--- src/rtl/axi_reg_slice_pkg.sv ---
// Shared types for the AXI register slice.
// Holds the bus widths, the five channel payload structs (each carries its own
// `valid` member), the per-channel slice mode encoding and the slice FSM states.
package axi_reg_slice_pkg;

    localparam int unsigned ADDR_W  = 32;
    localparam int unsigned DATA_W  = 32;
    localparam int unsigned ID_W    = 4;
    localparam int unsigned STRB_W  = DATA_W / 8;
    localparam int unsigned LEN_W   = 8;
    localparam int unsigned SIZE_W  = 3;
    localparam int unsigned BURST_W = 2;
    localparam int unsigned RESP_W  = 2;

    // Per-channel slice behaviour.
    typedef enum logic [1:0] {
        SLICE_BYPASS = 2'd0,
        SLICE_FULL   = 2'd1,
        SLICE_LIGHT  = 2'd2
    } slice_mode_e;

    // Occupancy of a registered channel; light mode only uses EMPTY/ONE.
    typedef enum logic [1:0] {
        ST_EMPTY = 2'd0,
        ST_ONE   = 2'd1,
        ST_TWO   = 2'd2
    } slice_state_e;

    typedef struct packed {
        logic               valid;
        logic [ID_W-1:0]    id;
        logic [ADDR_W-1:0]  addr;
        logic [LEN_W-1:0]   len;
        logic [SIZE_W-1:0]  size;
        logic [BURST_W-1:0] burst;
    } aw_t;

    typedef struct packed {
        logic               valid;
        logic [ID_W-1:0]    id;
        logic [ADDR_W-1:0]  addr;
        logic [LEN_W-1:0]   len;
        logic [SIZE_W-1:0]  size;
        logic [BURST_W-1:0] burst;
    } ar_t;

    typedef struct packed {
        logic              valid;
        logic [DATA_W-1:0] data;
        logic [STRB_W-1:0] strb;
        logic              last;
    } w_t;

    typedef struct packed {
        logic              valid;
        logic [ID_W-1:0]   id;
        logic [RESP_W-1:0] resp;
    } b_t;

    typedef struct packed {
        logic              valid;
        logic [ID_W-1:0]   id;
        logic [DATA_W-1:0] data;
        logic [RESP_W-1:0] resp;
        logic              last;
    } r_t;

    // Maps the integer mode parameters (0/1/2) onto the enum; unknown values
    // fall back to the full skid buffer as the safest timing choice.
    function automatic slice_mode_e to_mode(input int unsigned mode);
        case (mode)
            0:       to_mode = SLICE_BYPASS;
            2:       to_mode = SLICE_LIGHT;
            default: to_mode = SLICE_FULL;
        endcase
    endfunction

endpackage

--- src/rtl/axi_reg_slice_if.sv ---
// AXI bundle between a bus master and a bus slave.
// Payload structs carry valid; the ready strobes travel against the payload.
//   master modport: drives aw, w, ar, bready, rready; receives the rest
//   slave  modport: mirror image of master
interface axi_reg_slice_if;
    import axi_reg_slice_pkg::*;

    aw_t  aw;
    logic awready;
    w_t   w;
    logic wready;
    b_t   b;
    logic bready;
    ar_t  ar;
    logic arready;
    r_t   r;
    logic rready;

    modport master (
        output aw, w, ar, bready, rready,
        input  awready, wready, arready, b, r
    );

    modport slave (
        input  aw, w, ar, bready, rready,
        output awready, wready, arready, b, r
    );

endinterface

--- src/rtl/axi_reg_slice_chan.sv ---
// One valid/ready channel stage of the register slice.
// MODE selects a wire-through bypass, a 2-entry skid buffer (full rate) or a
// single register (half rate). Registered modes cut every path between the
// two sides: in_ready and out_data come straight from flops.
//   clk, rst   : clock, asynchronous active-high reset (bypass ignores both)
//   in_data    : producer payload, transfer when in_data.valid && in_ready
//   in_ready   : back-pressure to the producer
//   out_data   : consumer payload, out_data.valid qualifies it
//   out_ready  : back-pressure from the consumer
module axi_reg_slice_chan
    import axi_reg_slice_pkg::*;
#(
    parameter type         T    = w_t,
    parameter slice_mode_e MODE = SLICE_FULL
) (
    input  logic clk,
    input  logic rst,
    input  T     in_data,
    output logic in_ready,
    output T     out_data,
    input  logic out_ready
);

    if (MODE == SLICE_BYPASS) begin : g_bypass
        assign out_data = in_data;
        assign in_ready = out_ready;

        // Bypass holds no state, so clock and reset are intentionally dropped.
        logic unused_clk_rst;
        assign unused_clk_rst = clk ^ rst;
    end else begin : g_reg
        slice_state_e state_q;
        slice_state_e state_d;
        T             main_q;
        T             skid_q;
        logic         ready_q;
        logic         out_valid;
        logic         in_xfer;
        logic         out_xfer;
        logic         load_main;
        logic         load_skid;
        logic         shift_skid;

        assign out_valid = (state_q != ST_EMPTY);
        assign in_xfer   = in_data.valid && ready_q;
        assign out_xfer  = out_valid && out_ready;

        // State register; ready is precomputed from the next state so that it
        // leaves a flop and never depends on out_ready combinationally.
        always_ff @(posedge clk or posedge rst) begin
            if (rst) begin
                state_q <= ST_EMPTY;
                ready_q <= 1'b0;
            end else begin
                state_q <= state_d;
                if (MODE == SLICE_LIGHT) begin
                    ready_q <= (state_d == ST_EMPTY);
                end else begin
                    ready_q <= (state_d != ST_TWO);
                end
            end
        end

        // Next-state logic. In light mode ready is low in ST_ONE, so in_xfer
        // cannot occur there and ST_TWO is never reached.
        always_comb begin
            state_d = state_q;
            case (state_q)
                ST_EMPTY: begin
                    if (in_xfer) begin
                        state_d = ST_ONE;
                    end
                end
                ST_ONE: begin
                    if (in_xfer && !out_xfer) begin
                        state_d = ST_TWO;
                    end else if (out_xfer && !in_xfer) begin
                        state_d = ST_EMPTY;
                    end
                end
                ST_TWO: begin
                    if (out_xfer) begin
                        state_d = ST_ONE;
                    end
                end
                default: state_d = ST_EMPTY;
            endcase
        end

        // Datapath steering derived from the current state and handshakes.
        always_comb begin
            load_main  = 1'b0;
            load_skid  = 1'b0;
            shift_skid = 1'b0;
            case (state_q)
                ST_EMPTY: load_main = in_xfer;
                ST_ONE: begin
                    load_main = in_xfer && out_xfer;
                    load_skid = in_xfer && !out_xfer;
                end
                ST_TWO:   shift_skid = out_xfer;
                default: ;
            endcase
        end

        // Payload holding registers; contents are don't-care while empty, so
        // they carry no reset and only change on a load, keeping out stable
        // under back-pressure.
        always_ff @(posedge clk) begin
            if (load_main) begin
                main_q <= in_data;
            end else if (shift_skid) begin
                main_q <= skid_q;
            end
            if (load_skid) begin
                skid_q <= in_data;
            end
        end

        always_comb begin
            out_data       = main_q;
            out_data.valid = out_valid;
        end

        assign in_ready = ready_q;
    end

endmodule

--- src/rtl/axi_reg_slice.sv ---
// AXI register slice: one independently configured stage per channel.
// AW, W and AR flow from s to m; B and R flow from m back to s.
//   clk, rst : clock, asynchronous active-high reset
//   s        : upstream side, faces the bus master
//   m        : downstream side, faces the bus slave
//   *_MODE   : 0 bypass, 1 full skid buffer, 2 light single register
module axi_reg_slice
    import axi_reg_slice_pkg::*;
#(
    parameter int unsigned AW_MODE = 1,
    parameter int unsigned W_MODE  = 1,
    parameter int unsigned B_MODE  = 1,
    parameter int unsigned AR_MODE = 1,
    parameter int unsigned R_MODE  = 1
) (
    input  logic             clk,
    input  logic             rst,
    axi_reg_slice_if.slave   s,
    axi_reg_slice_if.master  m
);

    axi_reg_slice_chan #(.T(aw_t), .MODE(to_mode(AW_MODE))) u_aw (
        .clk       (clk),
        .rst       (rst),
        .in_data   (s.aw),
        .in_ready  (s.awready),
        .out_data  (m.aw),
        .out_ready (m.awready)
    );

    axi_reg_slice_chan #(.T(w_t), .MODE(to_mode(W_MODE))) u_w (
        .clk       (clk),
        .rst       (rst),
        .in_data   (s.w),
        .in_ready  (s.wready),
        .out_data  (m.w),
        .out_ready (m.wready)
    );

    axi_reg_slice_chan #(.T(ar_t), .MODE(to_mode(AR_MODE))) u_ar (
        .clk       (clk),
        .rst       (rst),
        .in_data   (s.ar),
        .in_ready  (s.arready),
        .out_data  (m.ar),
        .out_ready (m.arready)
    );

    // Response channels: the downstream slave is the producer.
    axi_reg_slice_chan #(.T(b_t), .MODE(to_mode(B_MODE))) u_b (
        .clk       (clk),
        .rst       (rst),
        .in_data   (m.b),
        .in_ready  (m.bready),
        .out_data  (s.b),
        .out_ready (s.bready)
    );

    axi_reg_slice_chan #(.T(r_t), .MODE(to_mode(R_MODE))) u_r (
        .clk       (clk),
        .rst       (rst),
        .in_data   (m.r),
        .in_ready  (m.rready),
        .out_data  (s.r),
        .out_ready (s.rready)
    );

endmodule

--- src/flat_wrapper.sv ---
// flat-port wrapper written by rule: the top's interface ports become plain ports
module axi_reg_slice_flat import axi_reg_slice_pkg::*;
#(
    parameter int unsigned AW_MODE = 1,
    parameter int unsigned W_MODE  = 1,
    parameter int unsigned B_MODE  = 1,
    parameter int unsigned AR_MODE = 1,
    parameter int unsigned R_MODE  = 1
)
  (clk, rst, s_aw, s_w, s_ar, s_bready, s_rready, s_awready, s_wready, s_arready, s_b, s_r, m_aw, m_w, m_ar, m_bready, m_rready, m_awready, m_wready, m_arready, m_b, m_r);
  axi_reg_slice_if s_i ();
  axi_reg_slice_if m_i ();
  input  logic clk;
  input  logic rst;
  input wire logic [$bits(s_i.aw)-1:0] s_aw;
  input wire logic [$bits(s_i.w)-1:0] s_w;
  input wire logic [$bits(s_i.ar)-1:0] s_ar;
  input wire logic [$bits(s_i.bready)-1:0] s_bready;
  input wire logic [$bits(s_i.rready)-1:0] s_rready;
  output wire logic [$bits(s_i.awready)-1:0] s_awready;
  output wire logic [$bits(s_i.wready)-1:0] s_wready;
  output wire logic [$bits(s_i.arready)-1:0] s_arready;
  output wire logic [$bits(s_i.b)-1:0] s_b;
  output wire logic [$bits(s_i.r)-1:0] s_r;
  output wire logic [$bits(m_i.aw)-1:0] m_aw;
  output wire logic [$bits(m_i.w)-1:0] m_w;
  output wire logic [$bits(m_i.ar)-1:0] m_ar;
  output wire logic [$bits(m_i.bready)-1:0] m_bready;
  output wire logic [$bits(m_i.rready)-1:0] m_rready;
  input wire logic [$bits(m_i.awready)-1:0] m_awready;
  input wire logic [$bits(m_i.wready)-1:0] m_wready;
  input wire logic [$bits(m_i.arready)-1:0] m_arready;
  input wire logic [$bits(m_i.b)-1:0] m_b;
  input wire logic [$bits(m_i.r)-1:0] m_r;
  assign s_i.aw = s_aw;
  assign s_i.w = s_w;
  assign s_i.ar = s_ar;
  assign s_i.bready = s_bready;
  assign s_i.rready = s_rready;
  assign s_awready = s_i.awready;
  assign s_wready = s_i.wready;
  assign s_arready = s_i.arready;
  assign s_b = s_i.b;
  assign s_r = s_i.r;
  assign m_aw = m_i.aw;
  assign m_w = m_i.w;
  assign m_ar = m_i.ar;
  assign m_bready = m_i.bready;
  assign m_rready = m_i.rready;
  assign m_i.awready = m_awready;
  assign m_i.wready = m_wready;
  assign m_i.arready = m_arready;
  assign m_i.b = m_b;
  assign m_i.r = m_r;
  axi_reg_slice #(.AW_MODE(AW_MODE), .W_MODE(W_MODE), .B_MODE(B_MODE), .AR_MODE(AR_MODE), .R_MODE(R_MODE)) u_core (.clk(clk), .rst(rst), .s(s_i), .m(m_i));
endmodule
--- config.mk ---
export PLATFORM = sky130hd
export DESIGN_NAME = axi_reg_slice_flat
export DESIGN_NICKNAME = d
export VERILOG_FILES = /design/src/rtl/axi_reg_slice_pkg.sv /design/src/rtl/axi_reg_slice_if.sv /design/src/rtl/axi_reg_slice_chan.sv /design/src/rtl/axi_reg_slice.sv /design/src/flat_wrapper.sv
export SDC_FILE = /design/constraint.sdc
export NUM_CORES = 1
export LEC_CHECK = 0
export CORE_MARGIN = 3
export CORE_UTILIZATION = 30
export DETAILED_ROUTE_END_ITERATION = 12
export DONT_BUFFER_PORTS = 1
export SETUP_SLACK_MARGIN = 0.02
export SYNTH_ARGS = -nofsm -noshare
export SYNTH_HDL_FRONTEND = slang
export SYNTH_SLANG_ARGS = --single-unit
--- constraint.sdc ---
create_clock -name clk -period 4.6 [get_ports clk]
set_input_delay 0.46 -clock clk [delete_from_list [all_inputs] [get_ports clk]]
set_output_delay 0.46 -clock clk [all_outputs]
set_load 0.01 [all_outputs]
==> impl_metrics.json <==
{
  "status": "completed",
  "dr.pass1.iters": 4,
  "grt_pass1_vias": 7454,
  "vias": 6882,
  "maxCapViolCount": 0,
  "worstPathArrival_ps": 2810,
  "min_period_ps": 2520,
  "grt_max_degree": 50,
  "dpl.hpwl_um": 20800,
  "fmax_ghz": 0.396,
  "grt_pass1_wl_um": 49300,
  "worst_setup_path_start_kind": "flip-flop",
  "die_h_um": 224,
  "die_w_um": 224,
  "cts_tree": "done",
  "num-fill-cells": 4138,
  "layout.nets": 1064,
  "hold_start": "m_wready",
  "p_leak_nw": 6.14,
  "ant_nets": 0,
  "setup_viol": 0,
  "rsz0062_at_grt": "no",
  "place_ws_ps": 2060,
  "portBuffers": 0,
  "setup_ws_ps": 2080,
  "ff2ff_path_depth": 4,
  "synth_compound_area_share_pct": 1.07,
  "clkTransAtPathRegs_ps": 60,
  "crit_path_start": "u_core.u_ar.g_reg.state_q[1]",
  "r2r_end": "u_core.u_ar.out_data[4]",
  "r2r_start": "u_core.u_ar.g_reg.state_q[1]",
  "wl_um": 33600,
  "r2r_slack_ps": 2080,
  "synthMuxAreaShare_pct": 15.9,
  "synthAdderAreaFrac_pct": 0,
  "io_pins": 382,
  "critPathMaxStageDelay_ps": 870,
  "power_per_cell_area_mw_per_mm2": 558,
  "min_period_over_period_pct": 54.8,
  "ys.flop_type": "edfxtp_1",
  "yosys_warnings": 0,
  "cts_root_buffer": "clkbuf_16",
  "antenna_found_initial": 0,
  "cts_resized": 0,
  "crit_required_ps": 4880,
  "grt_overflow": 0,
  "ys_async_sr_fraction_pct": 4.00,
  "yosys.area_share.simple_pct": 2.23,
  "gp_congestion": 0.739,
  "yosys_register_bits": 375,
  "end_kind": "flip-flop",
  "fin_skew_ps": 14.4,
  "syn_nets": 850,
  "synth_top_cells_by_area": "edfxtp_1, mux2_2, mux2_4, dfrtp_1, buf_4",
  "grt_usage_pct": 13.0,
  "path_buf_inv": 1,
  "numCtsBuffers": 39,
  "layout_common_cells": "edfxtp_1, dlygate4sd3_1, mux2_2",
  "crit_slowest_cell": "nor2_4",
  "final_hold_viol_count": 0,
  "placed_area_mm2": 0.0148,
  "htreeDepth": 2,
  "synth_xor_area_share_pct": 0,
  "cp-endpoint": "u_core.u_ar.out_data[4]",
  "synth_top_family_by_area": "multiplexers",
  "rows": 79,
  "drive_above_1_share_pct": 29.5,
  "min_path_type": "input port to flip-flop",
  "relSlewSlack_pct": 23.5,
  "viasPerCell": 4.56,
  "yosysTopAreaCellShare_pct": 76.2,
  "insertion_delay_ps": 540,
  "critical_path.top_delay_family": "simple AND/OR/NAND/NOR gates",
  "max_slew.worst_pin.slew_ps": 1140,
  "tns_ps": 0,
  "syn_to_final_growth_pct": 26.6,
  "path_cells": "nand3b_4 -> nor2_4 -> buf_4 -> mux2_2",
  "hold_ws_ps": 54.0,
  "yosys.area.top_type": "edfxtp_1",
  "syn_area_per_cell_um2": 21.6,
  "seq_area_mm2": 0.0112,
  "slew_viol_final": 0,
  "cp.depth": 4,
  "synthCells": 658,
  "cts_buffer_depth": 3,
  "start_util_pct": 30.4,
  "critPathMaxFanout": 38,
  "ys_seq_area_share_pct": 78.8,
  "die_area_mm2": 0.0500,
  "multi_input_area_mm2": 0.00277,
  "wl_per_cell_um": 22.2,
  "remaining_drc_errors": 0,
  "synth_edf_count": 360,
  "n_antenna_cell": 0,
  "final_common_cell": "edfxtp_1",
  "cts.sinks": 375,
  "coreArea_mm2": 0.0467,
  "fin_area_mm2": 0.0180,
  "synth.distinct_cells": 27,
  "worstSetupPathType": "flip-flop to flip-flop",
  "drt_iter0_drc": 485,
  "syn-cell-area_mm2": 0.0142,
  "ir_worst_vdd_mv": 0.339
}
[state kept, by name, summed over array words and instances (netlist names), 6 cells and up]
signal                    cells
u_core.u_ar.g_reg.skid_q     49
u_core.u_ar.out_data         49
u_core.u_aw.g_reg.skid_q     49
u_core.u_aw.out_data         49
u_core.u_r.g_reg.skid_q      39
u_core.u_r.out_data          39
u_core.u_w.g_reg.skid_q      37
u_core.u_w.out_data          37
u_core.u_b.g_reg.skid_q       6
u_core.u_b.out_data           6
[stage by stage]
stage / total power [mW] / cells / utilization, %
2_1_floorplan: 6.43 / 658 / -
3_3_place_gp: 6.80 / 1253 / 31.8
3_5_place_dp: 6.83 / 1253 / 31.8
4_1_cts: 10.2 / 1509 / 38.5
5_1_grt: 10.4 / 1509 / 38.5
6_report: 10.0 / 1509 / 38.5
[kinds of logic (layout without fill, tap and decap cells)]
family,Yosys count,count (layout)
muxes,185,185
and+or+nand+nor,39,39
buffers and inverters,34,278
DFF,375,375
AOI/OAI and AO/OA,25,25
[synth_stat cells (5+ instances only)]
cell and instances:
and3b_1 5, buf_4 14, buf_6 5, dfrtp_1 15, edfxtp_1 360, inv_1 11, mux2_2 131, mux2_4 49
mux2i_1 5, nand2_1 11, o21a_1 5, o21ai_0 7, o22ai_1 7, or2_2 5
[area by class of cell]
| class | instances | area share (%) |
|---|---|---|
| clock buffers | 53 | 6.02 |
| clock inverters | 18 | 1.10 |
| inverters | 11 | 0.230 |
| multi-input cells | 249 | 15.4 |
| flip-flops and latches | 375 | 62.2 |
| well taps | 607 | 4.23 |
| repair buffers | 196 | 10.8 |
[worst min path at each step]
stage	to	cells after the start	slack, ps
after floorplan	u_core.u_ar.g_reg.state_q[0]	1	360
after global placement	u_core.u_ar.g_reg.state_q[0]	1	470
after detailed placement	u_core.u_aw.g_reg.state_q[0]	1	510
after CTS	u_core.u_aw.in_ready	1	7
after global routing	u_core.u_aw.in_ready	1	20
final	u_core.u_w.in_ready	1	50
[routing by layer]
layer / GRT usage, % / up-vias / wire length [um]
met5: 0 / - / 0
met4: 4.15 / 0 / 823
met1: 15.2 / 3491 / 12700
met3: 6.53 / 56 / 3930
met2: 21.1 / 312 / 16100
li1: - / 3023 / -
[power breakdown]
group          switching, mW  internal (mW)
Sequential             0.573           4.71
Clock                   1.29           1.88
Combinational          0.832          0.745
Total                   2.69           7.33
[timing repair]
item	CTS	global route
buffers inserted	0	0
endpoints found under the hold margin	196	0
hold buffers	185	0
Note: power is estimated with default switching activity, not from simulation.
